File: src/rtl/uart_pkg.sv
// Shared types for the UART transmit path: source-arbiter state and arbitration mode.
package uart_pkg;

  typedef enum logic [2:0] {
    ST_IDLE,
    ST_FETCH,
    ST_WAIT,
    ST_FULL,
    ST_DELIVER
  } arb_state_e;

  typedef enum logic {
    ARB_RR    = 1'b0,
    ARB_FIXED = 1'b1
  } arb_mode_e;

endpackage

File: src/rtl/rr_picker.sv
// Combinational next-source search: round-robin from last+1, or lowest index first.
module rr_picker
  import uart_pkg::*;
#(
  parameter int unsigned NUM_SRC = 2,
  parameter int unsigned IDW     = $clog2(NUM_SRC)
) (
  input  logic [NUM_SRC-1:0] req_i,
  input  logic [IDW-1:0]     last_i,
  input  arb_mode_e          mode_i,
  output logic               found_o,
  output logic [IDW-1:0]     pick_o
);

  int unsigned base;
  int unsigned cand;

  always_comb begin
    found_o = 1'b0;
    pick_o  = '0;
    base    = (mode_i == ARB_FIXED) ? 32'd0 : 32'(last_i) + 32'd1;
    cand    = 32'd0;
    for (int unsigned i = 0; i < NUM_SRC; i++) begin
      // base never exceeds NUM_SRC, so a single subtraction wraps the index
      cand = base + i;
      if (cand >= NUM_SRC) cand = cand - NUM_SRC;
      if (!found_o && req_i[cand[IDW-1:0]]) begin
        found_o = 1'b1;
        pick_o  = cand[IDW-1:0];
      end
    end
  end

endmodule

File: src/rtl/tx_src_arbiter.sv
// Arbitrates several byte sources into a single FIFO-like read port for the TX engine.
module tx_src_arbiter
  import uart_pkg::*;
#(
  parameter int unsigned NUM_SRC     = 2,
  parameter int unsigned TIMEOUT_CYC = 15
) (
  input  logic                       clk_i,
  input  logic                       reset_ni,
  input  logic                       en_i,
  input  logic                       arb_mode_i,
  input  logic [NUM_SRC-1:0]         src_empty_i,
  input  logic [NUM_SRC-1:0]         src_valid_i,
  input  logic [NUM_SRC*8-1:0]       src_data_i,
  output logic [NUM_SRC-1:0]         src_ren_o,
  input  logic                       tx_fifo_ren_i,
  output logic                       tx_fifo_empty_o,
  output logic                       tx_fifo_valid_o,
  output logic [7:0]                 tx_fifo_data_o,
  output logic [$clog2(NUM_SRC)-1:0] grant_id_o,
  output logic                       busy_o,
  output logic                       timeout_err_o
);

  localparam int unsigned IDW = $clog2(NUM_SRC);
  localparam int unsigned TW  = $clog2(TIMEOUT_CYC + 1);
  localparam logic [IDW-1:0] LAST_RST = IDW'(NUM_SRC - 1);
  localparam logic [TW-1:0]  TCNT_END = TW'(TIMEOUT_CYC - 1);

  arb_state_e           state_q;
  logic [IDW-1:0]       last_q;
  logic [IDW-1:0]       grant_q;
  logic [TW-1:0]        tcnt_q;
  logic [7:0]           hold_q;
  logic [NUM_SRC-1:0]   ren_q;
  logic                 empty_q;
  logic                 valid_q;
  logic [7:0]           data_q;
  logic                 busy_q;
  logic                 terr_q;

  logic                 pick_found;
  logic [IDW-1:0]       pick_idx;
  logic                 grant_valid;
  logic [7:0]           grant_byte;

  rr_picker #(
    .NUM_SRC (NUM_SRC),
    .IDW     (IDW)
  ) u_picker (
    .req_i   (~src_empty_i),
    .last_i  (last_q),
    .mode_i  (arb_mode_e'(arb_mode_i)),
    .found_o (pick_found),
    .pick_o  (pick_idx)
  );

  assign grant_valid = src_valid_i[grant_q];
  assign grant_byte  = src_data_i[{grant_q, 3'b000} +: 8];

  always_ff @(posedge clk_i or negedge reset_ni) begin
    if (!reset_ni) begin
      state_q <= ST_IDLE;
      last_q  <= LAST_RST;
      grant_q <= '0;
      tcnt_q  <= '0;
      hold_q  <= '0;
      ren_q   <= '0;
      empty_q <= 1'b1;
      valid_q <= 1'b0;
      data_q  <= '0;
      busy_q  <= 1'b0;
      terr_q  <= 1'b0;
    end else begin
      ren_q   <= '0;
      valid_q <= 1'b0;
      terr_q  <= 1'b0;
      unique case (state_q)
        ST_IDLE: begin
          if (en_i && pick_found) begin
            grant_q         <= pick_idx;
            ren_q[pick_idx] <= 1'b1;
            busy_q          <= 1'b1;
            state_q         <= ST_FETCH;
          end
        end
        ST_FETCH: begin
          tcnt_q  <= '0;
          state_q <= ST_WAIT;
        end
        ST_WAIT: begin
          if (grant_valid) begin
            hold_q  <= grant_byte;
            last_q  <= grant_q;
            empty_q <= 1'b0;
            state_q <= ST_FULL;
          end else if (tcnt_q == TCNT_END) begin
            // advancing the pointer past a dead source keeps it from starving the rest
            terr_q  <= 1'b1;
            last_q  <= grant_q;
            busy_q  <= 1'b0;
            state_q <= ST_IDLE;
          end else begin
            tcnt_q <= tcnt_q + TW'(1);
          end
        end
        ST_FULL: begin
          if (tx_fifo_ren_i) begin
            data_q  <= hold_q;
            valid_q <= 1'b1;
            empty_q <= 1'b1;
            state_q <= ST_DELIVER;
          end
        end
        ST_DELIVER: begin
          busy_q  <= 1'b0;
          state_q <= ST_IDLE;
        end
        default: begin
          busy_q  <= 1'b0;
          empty_q <= 1'b1;
          state_q <= ST_IDLE;
        end
      endcase
    end
  end

  assign src_ren_o       = ren_q;
  assign tx_fifo_empty_o = empty_q;
  assign tx_fifo_valid_o = valid_q;
  assign tx_fifo_data_o  = data_q;
  assign grant_id_o      = grant_q;
  assign busy_o          = busy_q;
  assign timeout_err_o   = terr_q;

endmodule

File: config.mk
export PLATFORM = sky130hd
export DESIGN_NAME = tx_src_arbiter
export DESIGN_NICKNAME = d
export VERILOG_FILES = /design/src/rtl/uart_pkg.sv /design/src/rtl/rr_picker.sv /design/src/rtl/tx_src_arbiter.sv
export SDC_FILE = /design/constraint.sdc
export NUM_CORES = 1
export LEC_CHECK = 0
export ABC_AREA = 1
export CAP_MARGIN = 40
export CORE_ASPECT_RATIO = 0.75
export CORE_UTILIZATION = 45
export DETAILED_ROUTE_END_ITERATION = 7
export PLACE_DENSITY = 0.79
export SETUP_SLACK_MARGIN = 0.3
export SLEW_MARGIN = 20
export SYNTH_ARGS = -nofsm -noshare
export SYNTH_HDL_FRONTEND = slang
export SYNTH_SLANG_ARGS = --single-unit
File: constraint.sdc
create_clock -name clk_i -period 3.2 [get_ports clk_i]
set_clock_uncertainty 0.2 [all_clocks]
set_input_delay 0.32 -clock clk_i [delete_from_list [all_inputs] [get_ports clk_i]]
set_output_delay 0.32 -clock clk_i [all_outputs]
set_load 0.005 [all_outputs]
==> results of run 1 <==
[routing by layer]
layer,routed length [µm],share of wire [%]
met1,1313,42
met2,1640,52
met3,137,4.4
met4,50,1.6
met5,0,0
[kinds of logic after synthesis]
family | Yosys count | share of synthesized area [%]
AND/OR/NAND/NOR | 83 | 24.62
flip-flops | 31 | 52.45
AO/OA/AOI/OAI | 27 | 11.97
buffers and inverters | 27 | 8.095
XOR/XNOR | 2 | 1.181
adder cells (fa/ha/maj) | 2 | 1.686
[layout make-up]
class	instances	area [µm²]	share of cell area [%]
tap	38	47.55	2.375
inverter	24	92.59	4.625
timing repair buffer	40	397.9	19.88
multi-input combinational	114	585.6	29.25
clock buffer	8	100.1	5.000
sequential	31	778.2	38.87
[metrics by stage]
step                worst slack [ns]  hold slack [ns]  area [µm²]  cells  utilization, %
floorplan                      1.827          -0.1756        1484    172               -
global placement               1.549           0.2515        1902    247           62.53
detailed placement             1.502           0.2614        1902    247           62.53
CTS                            1.213           0.2443        2002    255           65.82
global route                   1.145           0.2662        2002    255           65.82
finish                         1.209           0.2250        2002    255           65.82
[final timing paths]
check                                        to  depth (start not counted)  slack [ns]
worst max register to register        tcnt_q[2]                          7        1.45
worst min register to register  tx_fifo_empty_o                          2        0.27
min in group clk_i              tx_fifo_empty_o                          2        0.27
worst max-delay path                 grant_id_o                          1        1.21
max in group asynchronous                last_q                          2        2.26
worst min-delay path            tx_fifo_valid_o                          2        0.23
[report_power, final]
group	internal (W)	leakage, nW	switching (W)
sequential	0.000553	0.395	0.000107
clock	0.000196	0.0515	0.000137
combinational	0.000317	0.541	0.000384
total	0.00107	0.987	0.000628
[registers in the layout, summed over array words and instances, names as in the netlist]
| signal | cells |
|---|---|
| busy_o | 1 |
| last_q | 1 |
| grant_id_o | 1 |
| tx_fifo_data_o | 8 |
| src_ren_o | 2 |
| timeout_err_o | 1 |
| tcnt_q | 4 |
| tx_fifo_valid_o | 1 |
| tx_fifo_empty_o | 1 |
| state_q | 3 |
| hold_q | 8 |
[placed cells by master (no fill, tap or decap), drive strengths merged]
master / netlist / final
xor2: 1 / 1
o21bai: 2 / 2
dfstp: 2 / 2
ha: 2 / 2
inv: 24 / 24
nand3: 11 / 11
nand2: 60 / 60
o21ai: 24 / 24
nand4: 3 / 3
xnor2: 1 / 1
a21oi: 1 / 1
dfrtp: 29 / 29
clkbuf: 0 / 8
nor2: 9 / 9
buf: 3 / 1
clkdlybuf4s50: 0 / 39
==> metrics.cfg, run 1 <==
[setup_path]
cp-end-kind=output pin
slowest_delay_ns=0.61
worstReg2RegStart=grant_id_o
critPathLaunchType=register
setup.worst_path.start=grant_id_o
crit_chain=clkdlybuf4s50_1
cp_slowest_cell=dfrtp_1
cp.buffers_inverters=1
crit_family=flip-flops
arrival_ns=1.47
cp.required_ns=2.68
worstSetupPathType=reg -> out
path_max_fanout=13

[power]
leakage_nw=0.9875
finalPower_w=0.001695
ir_drop_mv=0.4188
power_per_cell_area_mw_per_mm2=846.5

[synth]
synth_most_common_cell=nand2_1
async_reset_ff_share_pct=100.0
syn_avg_cell_area_um2=8.627
synth.ff_latch_count=31
ys_types=24
synth_top_area_share_pct=48.90
yosysTopAreaCell=dfrtp_1
syn_nets=199
synth.top_cells.by_count=56 x nand2_1, 29 x dfrtp_1, 21 x inv_1
synth_area_leaders=dfrtp_1 49%, nand2_1 14%, o21ai_2 5.9%
yosysWarnings=0
syn-cell-area_mm2=0.001484
synthFlopType=dfrtp_1
synth-seq-area-share_pct=52.45
synth-edff-count=0
syn_inst=172

[floorplanning]
initial_utilization_pct=48.79
die_y_um=51.73
rows=17
coreArea_mm2=0.003042
ios=40
fp.dieW_um=68.31
dieArea_mm2=0.003534

[route]
post_drt_wl_per_cell_um=12.32
drc=0
finalWirelength_um=3142
detail-route-antenna-nets=0
drt-initial-drc-count=48
dr.pass1.iters=4
detail_route.vias_per_cell=5.012
num_vias=1278

[placed_design]
dp_hpwl_um=2367
gp_congestion=0.7741
io_buffers=39

[global_route]
antenna_found_initial=0
grt.total_usage_pct=21.06
grt_util_met1_pct=24.19
grt_use_met2_pct=36.27
overflow=0
grt_pass1_vias=1297
use_met3_pct=6.360
grt_max_degree=32
grt_pass1_wl_um=5361
grt-busiest-layer=met2

[clock_network]
ctsResizeCount=0
cts_root_buf=clkbuf_8
hold_buffers=0
clock_latency_ns=0.28
htreeDepth=2
path_clk_slew_ns=0.06
cts_tree=done
post_cts_buffers=0
cts.path.max_buffers=2
cts_made_buffers=5
cts.sinks=31

[timing]
maxSlewHeadroom_pct=71.25
drv_slew=0
setup_viol=0
max_freq_mhz=502.3
rsz0062_at_grt=no
period_share_pct=62.22
worstMarginPinSlew_ns=0.4313
finalCriticalPeriod_ns=1.991
tns_ns=0
finalHoldViolCount=0

[layout]
drive_gt1_share_pct=14.29
n_fill_cell=251
area_growth_syn_to_layout_pct=34.91
diodes=0
final_nets=243

[worst_hold_path]
min_path_type=in -> async

[run_status]
status=finished, final reports clean

[job]
drv_cap=0

Power figures use the tool's default switching activity.
==> run 2, diff against run 1 <==
Clock period 3.2 ns to 1.9 ns, I/O delays scaled along.
==> metrics.cfg, run 2 (same netlist as run 1, synthesis figures left out) <==
[clock_network]
cts_tree=done
clock_latency_ns=0.28
cts_made_buffers=5
path_clk_slew_ns=0.07
cts.path.max_buffers=2
hold_buffers=0
htreeDepth=2
cts.sinks=31
cts_root_buf=clkbuf_8

[global_route]
grt_max_degree=32
grt.total_usage_pct=20.18
overflow=0
grt_pass1_wl_um=4981
antenna_found_initial=0
grt_pass1_vias=1165

[timing]
finalHoldViolCount=0
finalCriticalPeriod_ns=1.551
drv_slew=0
setup_viol=0
maxSlewHeadroom_pct=72.68
rsz0062_at_grt=yes
worstMarginPinSlew_ns=0.4083
max_freq_mhz=644.7
period_share_pct=81.63
tns_ns=0

[floorplanning]
initial_utilization_pct=48.79
fp.dieW_um=68.31
rows=17
ios=40
dieArea_mm2=0.003534
coreArea_mm2=0.003042
die_y_um=51.73

[layout]
final_common_cell=nand2_1
drive_gt1_share_pct=17.65
n_fill_cell=242
layout_common_cells=56 x nand2_1, 37 x clkdlybuf4s50_1, 28 x dfrtp_1
final_nets=247
diodes=0
utilization_pct=67.26
area_growth_syn_to_layout_pct=37.86

[setup_path]
cp_slowest_cell=clkdlybuf4s50_1
setup.worst_path.start=tx_fifo_data_o[4]
cp-end-kind=output pin
ff2ff_path_depth=7
crit_chain=clkdlybuf4s50_1
crit_family=buffers and inverters
worstSetupPathType=reg -> out
slowest_delay_ns=0.52
endpoint=tx_fifo_data_o[4]
critPathLaunchType=register
worstReg2RegStart=tcnt_q[0]
path_depth=1
cp.required_ns=1.51
r2r_slack_ns=0.37
rr_endpoint=busy_o
cp.buffers_inverters=1
path_max_fanout=2
arrival_ns=1.16

[power]
p_sw_w=0.001093
seqPwrFrac_pct=38.1
ir_drop_mv=0.7079
p_int_w=0.001791
swShare_pct=37.90
leakage_nw=1.016
pwr-share-comb_pct=43.7
power_per_cell_area_mw_per_mm2=1410
pwr-share-clk_pct=18.3

[route]
drc=0
drt-initial-drc-count=83
num_vias=1298
detail_route.vias_per_cell=5.012
detail-route-antenna-nets=0
post_drt_wl_per_cell_um=12.34
finalWirelength_um=3195
dr.pass1.iters=4

[run_status]
status=finished, final reports clean

[job]
drv_cap=0

[placed_design]
gp_congestion=0.8104
io_buffers=39
dp_hpwl_um=2317

[worst_hold_path]
min_path_type=in -> async

## run 2: worst min-delay path by stage
stage | start | endpoint | cells past startpoint
2_1_floorplan | reset_ni | busy_o | 0
3_3_place_gp | tx_fifo_empty_o | tx_fifo_empty_o | 2
3_5_place_dp | tx_fifo_empty_o | tx_fifo_empty_o | 2
4_1_cts | reset_ni | tx_fifo_data_o[4] | 2
5_1_grt | reset_ni | tx_fifo_data_o[3] | 2
6_report | reset_ni | tx_fifo_data_o[3] | 2
## run 2: cell type report
type / instances / area (µm²) / share of cell area, %
repair buffers: 43 / 421.7 / 20.61
clock buffers: 7 / 86.33 / 4.220
well taps: 38 / 47.55 / 2.324
multi-input cells: 115 / 613.1 / 29.97
inverters: 24 / 92.59 / 4.526
clock inverters: 1 / 5.005 / 0.2446
flip-flops and latches: 31 / 779.5 / 38.10
## run 2: power groups by stage
stage	logic, W	registers [W]	clock network [W]
floorplan	0.000780	0.00108	0
global placement	0.00117	0.00109	0
detailed placement	0.00120	0.00111	0
CTS	0.00122	0.00110	0.000537
global route	0.00142	0.00113	0.000570
finish	0.00126	0.00110	0.000527
## run 2: routing by layer
layer | wire length (µm) | share of wire (%) | vias up | GRT usage (%)
met4 | 37 | 1.2 | 0 | 8.333
met5 | 0 | 0 | - | 0
li1 | - | - | 639 | -
met3 | 192 | 6.0 | 6 | 8.772
met2 | 1592 | 50 | 54 | 31.05
met1 | 1373 | 43 | 599 | 24.54
## run 2: stage by stage
step	power (W)	setup slack, ns	hold WS [ns]	std cells	cell area, µm²
floorplan	0.001859	0.5272	-0.3056	172	1484
global placement	0.002259	0.3319	0.2501	248	1909
detailed placement	0.002307	0.2486	0.2563	248	1909
CTS	0.002851	0.2389	0.09983	256	2008
global route	0.003119	0.2519	0.1224	259	2046
finish	0.002884	0.3490	0.08680	259	2046
## run 2: repair_timing
action	CTS	global route
setup endpoints to repair	7	9
setup buffers	0	2
pin swaps	0	0
gates resized for setup	3	5
gates cloned	0	1
